## config.mk

```make
export PLATFORM = sky130hd
export DESIGN_NAME = formula_loader
export DESIGN_NICKNAME = d
export VERILOG_FILES = /design/src/rtl/formula_loader.sv
export SDC_FILE = /design/constraint.sdc
export NUM_CORES = 1
export LEC_CHECK = 0
export ABC_AREA = 1
export BUFFER_PORTS_ARGS = -buffer_cell sky130_fd_sc_hd__buf_4
export CORE_ASPECT_RATIO = 1.1
export CORE_MARGIN = 4
export CORE_UTILIZATION = 54
export CTS_CLUSTER_SIZE = 25
export DETAILED_ROUTE_END_ITERATION = 8
export PLACE_DENSITY = 0.83
export SKIP_LAST_GASP = 1
export SLEW_MARGIN = 10
export SYNTH_ARGS = -nofsm -noshare
export SYNTH_HDL_FRONTEND = slang
export SYNTH_SLANG_ARGS = --single-unit
```

## constraint.sdc

```tcl
create_clock -name clock -period 11.45 [get_ports clock]
set_input_delay 2.29 -clock clock [delete_from_list [all_inputs] [get_ports clock]]
set_output_delay 2.29 -clock clock [all_outputs]
set_load 0.005 [all_outputs]
```

## src/rtl/formula_loader.sv

```systemverilog
// Streams {var, polarity} literals into a fixed-size CNF formula image for the solver kernel.
// Malformed formulas are drained to their formula_last marker and dropped without starting the kernel.
module formula_loader #(
  parameter int MAX_CLAUSES = 10,
  parameter int MAX_LITS    = 5,
  parameter int VAR_W       = 3,
  localparam int LIT_W      = VAR_W + 1,
  localparam int LEN_W      = 3,
  localparam int CNT_W      = 4,
  localparam int CLAUSE_W   = LEN_W + MAX_LITS * LIT_W,
  localparam int FORMULA_W  = CNT_W + MAX_CLAUSES * CLAUSE_W
) (
  input  logic                 clock,
  input  logic                 reset,
  input  logic                 lit_valid,
  output logic                 lit_ready,
  input  logic [LIT_W-1:0]     lit_in,
  input  logic                 lit_last,
  input  logic                 formula_last,
  output logic [FORMULA_W-1:0] out_formula,
  output logic                 find,
  input  logic                 ended,
  output logic                 error
);

  localparam int CIDX_W = $clog2(MAX_CLAUSES + 1);
  localparam int LIDX_W = $clog2(MAX_LITS + 1);

  localparam logic [1:0] S_COLLECT = 2'd0;
  localparam logic [1:0] S_RUN     = 2'd1;
  localparam logic [1:0] S_DRAIN   = 2'd2;

  logic [1:0]        state_q, state_d;
  logic [CIDX_W-1:0] clause_idx_q, clause_idx_d;
  logic [LIDX_W-1:0] lit_idx_q, lit_idx_d;
  logic              lit_ready_q, lit_ready_d;
  logic [CNT_W-1:0]  count_q, count_d;
  logic [LEN_W-1:0]  lens_q [MAX_CLAUSES];
  logic [LEN_W-1:0]  lens_d [MAX_CLAUSES];
  logic [LIT_W-1:0]  lits_q [MAX_CLAUSES][MAX_LITS];
  logic [LIT_W-1:0]  lits_d [MAX_CLAUSES][MAX_LITS];

  logic handshake;
  logic bad_lit;
  logic clear_all;

  assign handshake = lit_valid & lit_ready_q;
  // Any of the three faults collapses into the same single DRAIN entry.
  assign bad_lit   = (lit_in[VAR_W:1] == '0)
                   | (lit_idx_q == LIDX_W'(MAX_LITS))
                   | (clause_idx_q == CIDX_W'(MAX_CLAUSES));

  // NOTE: every always_comb output gets a default first so no path leaves it unassigned (no latches).
  always_comb begin
    state_d      = state_q;
    clause_idx_d = clause_idx_q;
    lit_idx_d    = lit_idx_q;
    count_d      = count_q;
    lens_d       = lens_q;
    lits_d       = lits_q;
    clear_all    = 1'b0;

    case (state_q)
      S_COLLECT: begin
        if (handshake) begin
          if (bad_lit) begin
            state_d = S_DRAIN;
          end else begin
            lits_d[clause_idx_q][lit_idx_q] = lit_in;
            if (lit_last) begin
              lens_d[clause_idx_q] = LEN_W'(lit_idx_q + LIDX_W'(1));
              clause_idx_d         = clause_idx_q + CIDX_W'(1);
              lit_idx_d            = '0;
              if (formula_last) begin
                count_d = CNT_W'(clause_idx_q + CIDX_W'(1));
                state_d = S_RUN;
              end
            end else begin
              lit_idx_d = lit_idx_q + LIDX_W'(1);
            end
          end
        end
      end
      S_RUN:   clear_all = ended;
      S_DRAIN: clear_all = handshake & lit_last & formula_last;
      default: clear_all = 1'b1;
    endcase

    if (clear_all) begin
      state_d      = S_COLLECT;
      clause_idx_d = '0;
      lit_idx_d    = '0;
      count_d      = '0;
      lens_d       = '{default: '0};
      lits_d       = '{default: '0};
    end

    lit_ready_d = (state_d != S_RUN);
  end

  // NOTE: the formula storage is reset explicitly because its reset image (all zero_lit) is visible at out_formula.
  always_ff @(posedge clock or posedge reset) begin
    if (reset) begin
      state_q      <= S_COLLECT;
      clause_idx_q <= '0;
      lit_idx_q    <= '0;
      lit_ready_q  <= 1'b0;
      count_q      <= '0;
      lens_q       <= '{default: '0};
      lits_q       <= '{default: '0};
    end else begin
      // NOTE: non-blocking assignments keep every flop sampling pre-edge values.
      state_q      <= state_d;
      clause_idx_q <= clause_idx_d;
      lit_idx_q    <= lit_idx_d;
      lit_ready_q  <= lit_ready_d;
      count_q      <= count_d;
      lens_q       <= lens_d;
      lits_q       <= lits_d;
    end
  end

  // Packed image: {count, clause[MAX_CLAUSES-1..0]}, clause = {len, lit[MAX_LITS-1..0]}.
  for (genvar c = 0; c < MAX_CLAUSES; c++) begin : g_clause
    for (genvar l = 0; l < MAX_LITS; l++) begin : g_lit
      assign out_formula[c*CLAUSE_W + l*LIT_W +: LIT_W] = lits_q[c][l];
    end
    assign out_formula[c*CLAUSE_W + MAX_LITS*LIT_W +: LEN_W] = lens_q[c];
  end
  assign out_formula[MAX_CLAUSES*CLAUSE_W +: CNT_W] = count_q;

  assign lit_ready = lit_ready_q;
  assign find      = (state_q == S_RUN);
  assign error     = (state_q == S_DRAIN);

endmodule

```

==> flow_metrics.py, run 1 <==
metrics = {
    "layout": {
        "antenna_cells": 0,
        "layout_commonest_cell": "nand2_1",
        "fin_util": 0.683,
        "fin_nets": 1489,
        "final_cell_area_sq_um": 13500,
        "drive_gt1_frac": 0.221,
        "area_delta_synth_final_pct": 24.6,
        "mostFrequentLayoutCells": "nand2_1 (515), buf_4 (251), dfrtp_1 (244), nand4_1 (123), nand3_1 (118)",
    },
    "pwr": {
        "ir_worst_vdd_mv": 0.289,
        "cellPowerDensity_nw_per_um2": 213,
        "leakage_nw": 7.60,
    },
    "cts": {
        "clk_latency_ns": 0.52,
        "cts_inserted_buffers": 25,
        "ctsHtreeMaxLevel": 1,
        "ctsHoldBuffers": 0,
        "cts_root_buffer": "clkbuf_16",
        "clock-sinks": 244,
        "clock_path_buffers": 3,
        "postCtsSetupBuffers": 0,
        "ctsResizeCount": 0,
        "clk_pin_slew_ns": 0.06,
        "cts_tree": "built",
    },
    "drt": {
        "firstDrtPassIters": 7,
        "wl_um": 32400,
        "vias": 10100,
        "antenna_left": 0,
        "wire_per_inst_um": 18.6,
        "drt_iter0_drc": 869,
        "drc": 0,
        "viasPerCell": 5.78,
    },
    "placed_design": {
        "dp_hpwl_um": 20300,
        "place_congestion": 0.859,
        "place_area_sq_um": 12700,
        "pre_cts_slack_ns": 6.29,
        "io_buffers": 246,
    },
    "timing": {
        "hold_viol": 0,
        "rsz0062_at_grt": "no",
        "slew_violations": 0,
        "fin_setup_tns_ns": 0,
        "fmax_mhz": 202,
        "tightestPinTransition_ns": 1.31,
        "min_period_ns": 4.95,
        "setup_ws_ns": 6.50,
        "final.setup_skew_ns": 0.0114,
        "setup_violations": 0,
        "period_share": 0.433,
        "slew_headroom": 0.126,
    },
    "worst_setup_path": {
        "cp.arrival_ns": 5.40,
        "endpoint_kind": "flip-flop",
        "crit_required_ns": 11.90,
        "start_kind": "input pin",
        "crit_path_max_fanout": 258,
        "setup.worst_path.class": "in -> reg",
    },
    "synthesis": {
        "synth_area_leader_cell": "dfrtp_1",
        "syn-num-nets": 1292,
        "yosys_warnings": 0,
        "synth_top_area_frac": 0.563,
        "ys_ff_latch": 244,
        "synth_cells": 1276,
        "synth_cell_types": 28,
        "ys_seq_area_frac": 0.563,
        "syn-mean-instance-area_sq_um": 8.50,
        "ys_top_cells_by_area": "dfrtp_1 (56%), nand2_1 (18%), nand4_1 (7.1%), nand3_1 (5.4%), nor2_1 (3.1%)",
        "mappedNetlistArea_sq_um": 10800,
    },
    "die": {
        "dieWidth_um": 143,
        "die_area_sq_um": 22400,
        "placementRows": 54,
        "die_h_um": 157,
        "ioPinCount": 247,
        "core_area_sq_um": 19800,
        "start_util": 0.548,
    },
    "grt": {
        "antenna_found_initial": 0,
        "grt_pass1_wl_um": 51000,
        "overflow": 0,
        "grt_pass1_vias": 9708,
        "grt.total_usage": 0.282,
        "grt_max_degree": 259,
    },
    "job": {
        "cap_violations": 0,
    },
    "status": {
        "status": "finished clean",
    },
    "min_path": {
        "hold_path.class": "reg -> reg",
    },
}
## worst paths after layout
kind,slack [ns],cells past startpoint,endpoint,from
max reg2reg,8.15,9,out_formula[228],lit_idx_q[0]
min reg2reg,0.47,2,out_formula[45],out_formula[45]
min,0.47,2,out_formula[45],out_formula[45]
min in group asynchronous,1.90,2,out_formula[111],reset
max in group asynchronous,7.28,4,out_formula[90],reset
max,6.50,10,out_formula[228],lit_in[2]
## logic make-up after synthesis
group | after synthesis | synth area share
adders and majority gates | 6 | 0.00692
AOI/OAI and AO/OA | 61 | 0.0352
DFF | 244 | 0.563
and+or+nand+nor | 858 | 0.345
buffers and inverters | 104 | 0.0481
xor gates and xnor gates | 3 | 0.00242
## flip-flops by register name, indices dropped and copies added (netlist names)
register      cells
count_q           4
out_formula     230
lit_ready         1
lit_idx_q         3
clause_idx_q      4
state_q           2
## metrics by stage
| step | hold slack [ns] | total power [mW] | instances |
|---|---|---|---|
| floorplan | 0.465 | 1.69 | 1276 |
| global placement | 0.456 | 2.00 | 1698 |
| detailed placement | 0.460 | 2.03 | 1698 |
| CTS | 0.475 | 2.87 | 1742 |
| global route | 0.489 | 3.02 | 1742 |
| finish | 0.471 | 2.88 | 1742 |
## metal layers
layer,share of wire,vias up,GRT usage,routed length [um]
met5,0,-,0,0
met4,0.025,0,0.0892,803
met3,0.094,61,0.0529,3050
met2,0.48,495,0.457,15400
met1,0.41,4903,0.387,13100
li1,-,4606,-,-
## synth_stat cells, drive strengths merged
master and instances:
o22ai 1, nor2 93, inv 22, o21ai 9, ha 6, xor2 2
xnor2 1, nand2 517, nand3 124, clkbuf 31, dfrtp 244, a21oi 51
nand3b 1, buf 51, nand4 123
## worst max-delay path, cell delays in order
cell and delay (ns):
buf_4 0.56, inv_1 0.15, nand3_1 0.15, nand3_2 0.12
nor2_4 0.34, buf_12 0.61, nor2_1 0.26, nor2_4 0.29
nand2_1 0.10, nand2_1 0.08
## final cells by class
type                            instances  area (sq um)
Multi-Input combinational cell        928          4250
Inverter                               22          92.6
Tap cell                              252           315
Clock buffer                           35           723
Fill cell                            1539          6280
Sequential cell                       244          6110
Clock inverter                          9           129
Timing Repair Buffer                  252          1900
## power by group
part	switching (mW)	leakage [nW]	internal, mW
combinational	0.674	3.81	0.279
clock	0.338	0.414	0.507
sequential	0.0987	3.38	0.981
Note: power is estimated with default switching activity, not from simulation.
==> run 2: changes to the inputs <==
clock period = 4.6 ns   (was 11.45 ns; I/O delays follow)
==> run 2 against run 1 <==
Effect of this change:
- via count increased by 1.4%
- clock-buffer cell count increased by 1
- clock skew decreased by 0.0018 ns
- critical endpoint is now out_formula[3]
- largest cell class unchanged
- highest routed layer unchanged
==> flow_metrics.py, run 2 (synthesis results as in run 1) <==
metrics = {
    "status": {
        "status": "finished clean",
    },
    "min_path": {
        "hold_end": "out_formula[193]",
        "hold_path.class": "reg -> reg",
        "whs_path_depth": 2,
        "hp-start": "out_formula[193]",
    },
    "timing": {
        "final.setup_skew_ns": 0.00961,
        "setup_violations": 0,
        "rsz0062_at_grt": "no",
        "tightestPinTransition_ns": 1.13,
        "fin_setup_tns_ns": 0,
        "slew_headroom": 0.246,
        "fmax_mhz": 355,
        "period_share": 0.613,
        "slew_violations": 0,
        "min_period_ns": 2.82,
        "hold_viol": 0,
    },
    "grt": {
        "grt_pass1_wl_um": 51100,
        "grt_pass1_vias": 9723,
        "grt_max_degree": 125,
        "antenna_found_initial": 0,
        "met2_usage": 0.468,
        "overflow": 0,
        "top_usage_layer": "met2",
        "grt.total_usage": 0.285,
        "use_met1": 0.385,
        "grt_use_met3": 0.0480,
    },
    "placed_design": {
        "place_congestion": 0.872,
        "io_buffers": 246,
        "dp_hpwl_um": 21200,
        "placedCellCount": 1712,
    },
    "cts": {
        "clock-sinks": 244,
        "cts_root_buffer": "clkbuf_16",
        "cts_inserted_buffers": 24,
        "cts_tree": "built",
        "clk_pin_slew_ns": 0.06,
        "clock_path_buffers": 3,
        "ctsHtreeMaxLevel": 1,
        "ctsHoldBuffers": 0,
        "ctsResizeCount": 0,
        "clk_latency_ns": 0.51,
        "postCtsSetupBuffers": 0,
    },
    "layout": {
        "fin_nets": 1502,
        "final_cells": 1755,
        "fillers": 1523,
        "multi_input_area_sq_um": 4250,
        "area_delta_synth_final_pct": 26.1,
        "largest_reg_flops": 230,
        "antenna_cells": 0,
        "ff_latch_area_sq_um": 6110,
        "drive_gt1_frac": 0.226,
        "mostFrequentLayoutCells": "nand2_1 (515), buf_4 (258), dfrtp_1 (244), nand4_1 (123), nand3_1 (118)",
        "layout_commonest_cell": "nand2_1",
    },
    "die": {
        "ioPinCount": 247,
        "placementRows": 54,
        "die_area_sq_um": 22400,
        "core_area_sq_um": 19800,
        "start_util": 0.548,
        "die_h_um": 157,
        "dieWidth_um": 143,
    },
    "pwr": {
        "ir_worst_vdd_mv": 0.553,
        "leakage_nw": 7.69,
        "cellPowerDensity_nw_per_um2": 530,
    },
    "worst_setup_path": {
        "crit_path_max_fanout": 34,
        "setup.worst_path.class": "reg -> reg",
        "rr_startpoint": "lit_idx_q[0]",
        "start_kind": "flip-flop",
        "endpoint_kind": "flip-flop",
        "cp.arrival_ns": 3.22,
        "ff2ff_path_depth": 8,
        "crit_required_ns": 5.00,
        "r2r_end": "out_formula[3]",
        "r2r_slack_ns": 1.78,
    },
    "drt": {
        "wire_per_inst_um": 18.7,
        "antenna_left": 0,
        "drc": 0,
        "vias": 10200,
        "firstDrtPassIters": 6,
        "wl_um": 32800,
        "drt_iter0_drc": 995,
        "viasPerCell": 5.81,
    },
    "job": {
        "cap_violations": 0,
    },
}
[run 2: changes by cell type in the layout (fill, tap and decap cells not counted), sizes merged]
cell / previous run / this run
buf: 252 / 266
clkbuf: 35 / 36
clkinvlp: 2 / 1
inv: 22 / 21
[run 2: per-layer routing]
metal	routed length, um	vias to the layer above
met5	0	-
met2	15900	549
met4	971	0
met1	12900	4909
met3	3080	77
li1	-	4666
[run 2: where the power goes]
part | switching (mW) | internal (mW) | total (mW) | leakage [nW]
combinational | 1.71 | 0.793 | 2.51 | 3.90
clock | 0.822 | 1.24 | 2.06 | 0.409
sequential | 0.245 | 2.44 | 2.69 | 3.38
total | 2.78 | 4.48 | 7.25 | 7.69
[run 2: layout make-up]
| class | instances | area share |
|---|---|---|
| multi-input cells | 928 | 0.310 |
| clock buffers | 36 | 0.0524 |
| well taps | 252 | 0.0230 |
| inverters | 22 | 0.00649 |
| flip-flops and latches | 244 | 0.446 |
| clock inverters | 7 | 0.00805 |
| repair buffers | 266 | 0.153 |
[run 2: worst max-delay path by stage]
stage | end | from | slack (ns) | cells after the start
final | out_formula[3] | lit_idx_q[0] | 1.78 | 8
after global routing | out_formula[0] | lit_idx_q[0] | 1.64 | 8
after CTS | out_formula[3] | lit_idx_q[0] | 1.85 | 8
after detailed placement | out_formula[183] | lit_last | 1.57 | 11
after global placement | out_formula[0] | lit_valid | 1.66 | 9
after floorplan | clause_idx_q[0] | reset | 0.48 | 1
[run 2: per-stage QoR]
step | power, mW | setup WS, ns | hold WS, ns | util | cell area [sq um]
finish | 7.25 | 1.78 | 0.471 | 0.691 | 13700
global route | 7.60 | 1.64 | 0.494 | 0.691 | 13700
CTS | 7.23 | 1.85 | 0.475 | 0.691 | 13700
detailed placement | 5.17 | 1.57 | 0.460 | 0.649 | 12900
global placement | 5.10 | 1.66 | 0.457 | 0.649 | 12900
floorplan | 4.21 | 0.476 | 0.465 | - | 10900
[run 2: worst max-delay path, cell delays in order, from the launching register on]
cell	delay (ns)
dfrtp_1	0.58
ha_1	0.31
nand2_1	0.09
nand3_2	0.13
nor2_4	0.87
buf_4	0.39
a21oi_1	0.16
nand2_1	0.11
nand2_1	0.05
==> run 3: changes to the inputs <==
clock period = 2.8 ns   (was 4.6 ns; I/O delays follow)
==> run 3 against run 2 <==
Effect of this change:
- worst setup slack got worse by 1.3 ns
- via count fell by 0.62%
- largest cell class unchanged
- sequential cell count did not move
==> flow_metrics.py, run 3 (synthesis results as in run 1) <==
metrics = {
    "status": {
        "status": "finished clean",
    },
    "worst_setup_path": {
        "setup.worst_path.class": "reg -> reg",
        "crit_required_ns": 3.20,
        "endpoint_kind": "flip-flop",
        "start_kind": "flip-flop",
        "crit_path_max_fanout": 84,
        "cp.arrival_ns": 2.68,
    },
    "cts": {
        "ctsHoldBuffers": 0,
        "clk_pin_slew_ns": 0.06,
        "cts_tree": "built",
        "clock_path_buffers": 3,
        "clock-sinks": 244,
        "cts_inserted_buffers": 24,
        "ctsResizeCount": 0,
        "clk_latency_ns": 0.51,
        "cts_root_buffer": "clkbuf_16",
        "postCtsSetupBuffers": 0,
        "ctsHtreeMaxLevel": 1,
    },
    "layout": {
        "largest_reg_flops": 230,
        "mostFrequentLayoutCells": "nand2_1 (515), buf_4 (256), dfrtp_1 (244), nand4_1 (123), nand3_1 (118)",
        "antenna_cells": 0,
        "drive_gt1_frac": 0.223,
        "fin_util": 0.688,
        "fillers": 1546,
        "area_delta_synth_final_pct": 25.6,
        "fin_nets": 1500,
        "layout_commonest_cell": "nand2_1",
    },
    "timing": {
        "setup_violations": 0,
        "final.setup_skew_ns": 0.00897,
        "fmax_mhz": 438,
        "hold_viol": 0,
        "slew_headroom": 0.444,
        "tightestPinTransition_ns": 0.832,
        "rsz0062_at_grt": "no",
        "slew_violations": 0,
        "worst_hold_slack_ns": 0.205,
        "period_share": 0.816,
        "min_period_ns": 2.28,
    },
    "die": {
        "dieWidth_um": 143,
        "core_area_sq_um": 19800,
        "start_util": 0.548,
        "ioPinCount": 247,
        "placementRows": 54,
        "die_h_um": 157,
        "die_area_sq_um": 22400,
    },
    "drt": {
        "wl_um": 32700,
        "drc": 0,
        "firstDrtPassIters": 6,
        "viasPerCell": 5.78,
        "wire_per_inst_um": 18.6,
        "vias": 10100,
        "antenna_left": 0,
        "drt_iter0_drc": 797,
    },
    "grt": {
        "grt.total_usage": 0.282,
        "grt_pass1_vias": 9596,
        "top_usage_layer": "met2",
        "met2_usage": 0.451,
        "grt_max_degree": 113,
        "grt_use_met3": 0.0474,
        "overflow": 0,
        "use_met1": 0.393,
        "antenna_found_initial": 0,
        "grt_pass1_wl_um": 51000,
    },
    "placed_design": {
        "dp_hpwl_um": 21200,
        "place_congestion": 0.863,
        "io_buffers": 246,
    },
    "pwr": {
        "cellPowerDensity_nw_per_um2": 861,
        "ir_worst_vdd_mv": 0.727,
        "leakage_nw": 7.66,
    },
    "min_path": {
        "hold_path.class": "in -> async",
    },
    "job": {
        "cap_violations": 0,
    },
}
run 3: critical path, cell delays in order (launching register included):
cell and delay [ns]:
dfrtp_1 0.42, inv_1 0.11, ha_1 0.26, nand3_2 0.11, nand3_2 0.13, nor2_4 0.19, buf_12 0.34, buf_12 0.29
a21oi_2 0.12, nand2_1 0.09, nand2_1 0.05
run 3: area by class of cell:
class                      instances  area, sq um  area share
inverter                          22         88.8     0.00652
sequential                       244         6110       0.448
tap                              252          315      0.0231
clock buffer                      35          673      0.0494
timing repair buffer             264         2080       0.153
clock inverter                     8          118     0.00863
multi-input combinational        928         4250       0.312
run 3: stage by stage:
step | power [mW] | TNS, ns | std cells | setup WS (ns) | instance area [sq um]
global placement | 8.32 | 0 | 1710 | 0.443 | 12800
global route | 12.3 | 0 | 1753 | 0.379 | 13600
finish | 11.7 | 0 | 1753 | 0.515 | 13600
CTS | 11.7 | 0 | 1753 | 0.551 | 13600
floorplan | 6.92 | -235.16 | 1276 | -0.964 | 10900
detailed placement | 8.43 | 0 | 1710 | 0.328 | 12800
run 3: power by group:
group / switching (mW) / internal, mW / leakage, nW / total, mW
Combinational: 2.80 / 1.25 / 3.89 / 4.05
Clock: 1.34 / 1.94 / 0.384 / 3.28
Sequential: 0.398 / 4.01 / 3.38 / 4.41
Total: 4.54 / 7.20 / 7.66 / 11.7
run 3: worst paths after layout:
path	endpoint	slack, ns	depth (start not counted)	start
setup reg to reg	out_formula[84]	0.52	10	clause_idx_q[0]
setup / recovery	out_formula[84]	0.52	10	clause_idx_q[0]
hold / removal	out_formula[124]	0.21	3	reset
max in group asynchronous	out_formula[76]	2.03	3	reset
hold reg to reg	out_formula[73]	0.47	2	out_formula[73]
min in group clock	out_formula[135]	0.45	3	lit_last
run 3: metal layers:
metal  vias up  share of wire
met4         0          0.029
met3        78          0.095
met2       553           0.48
met1      4862           0.40
li1       4645              -
met5         -              0
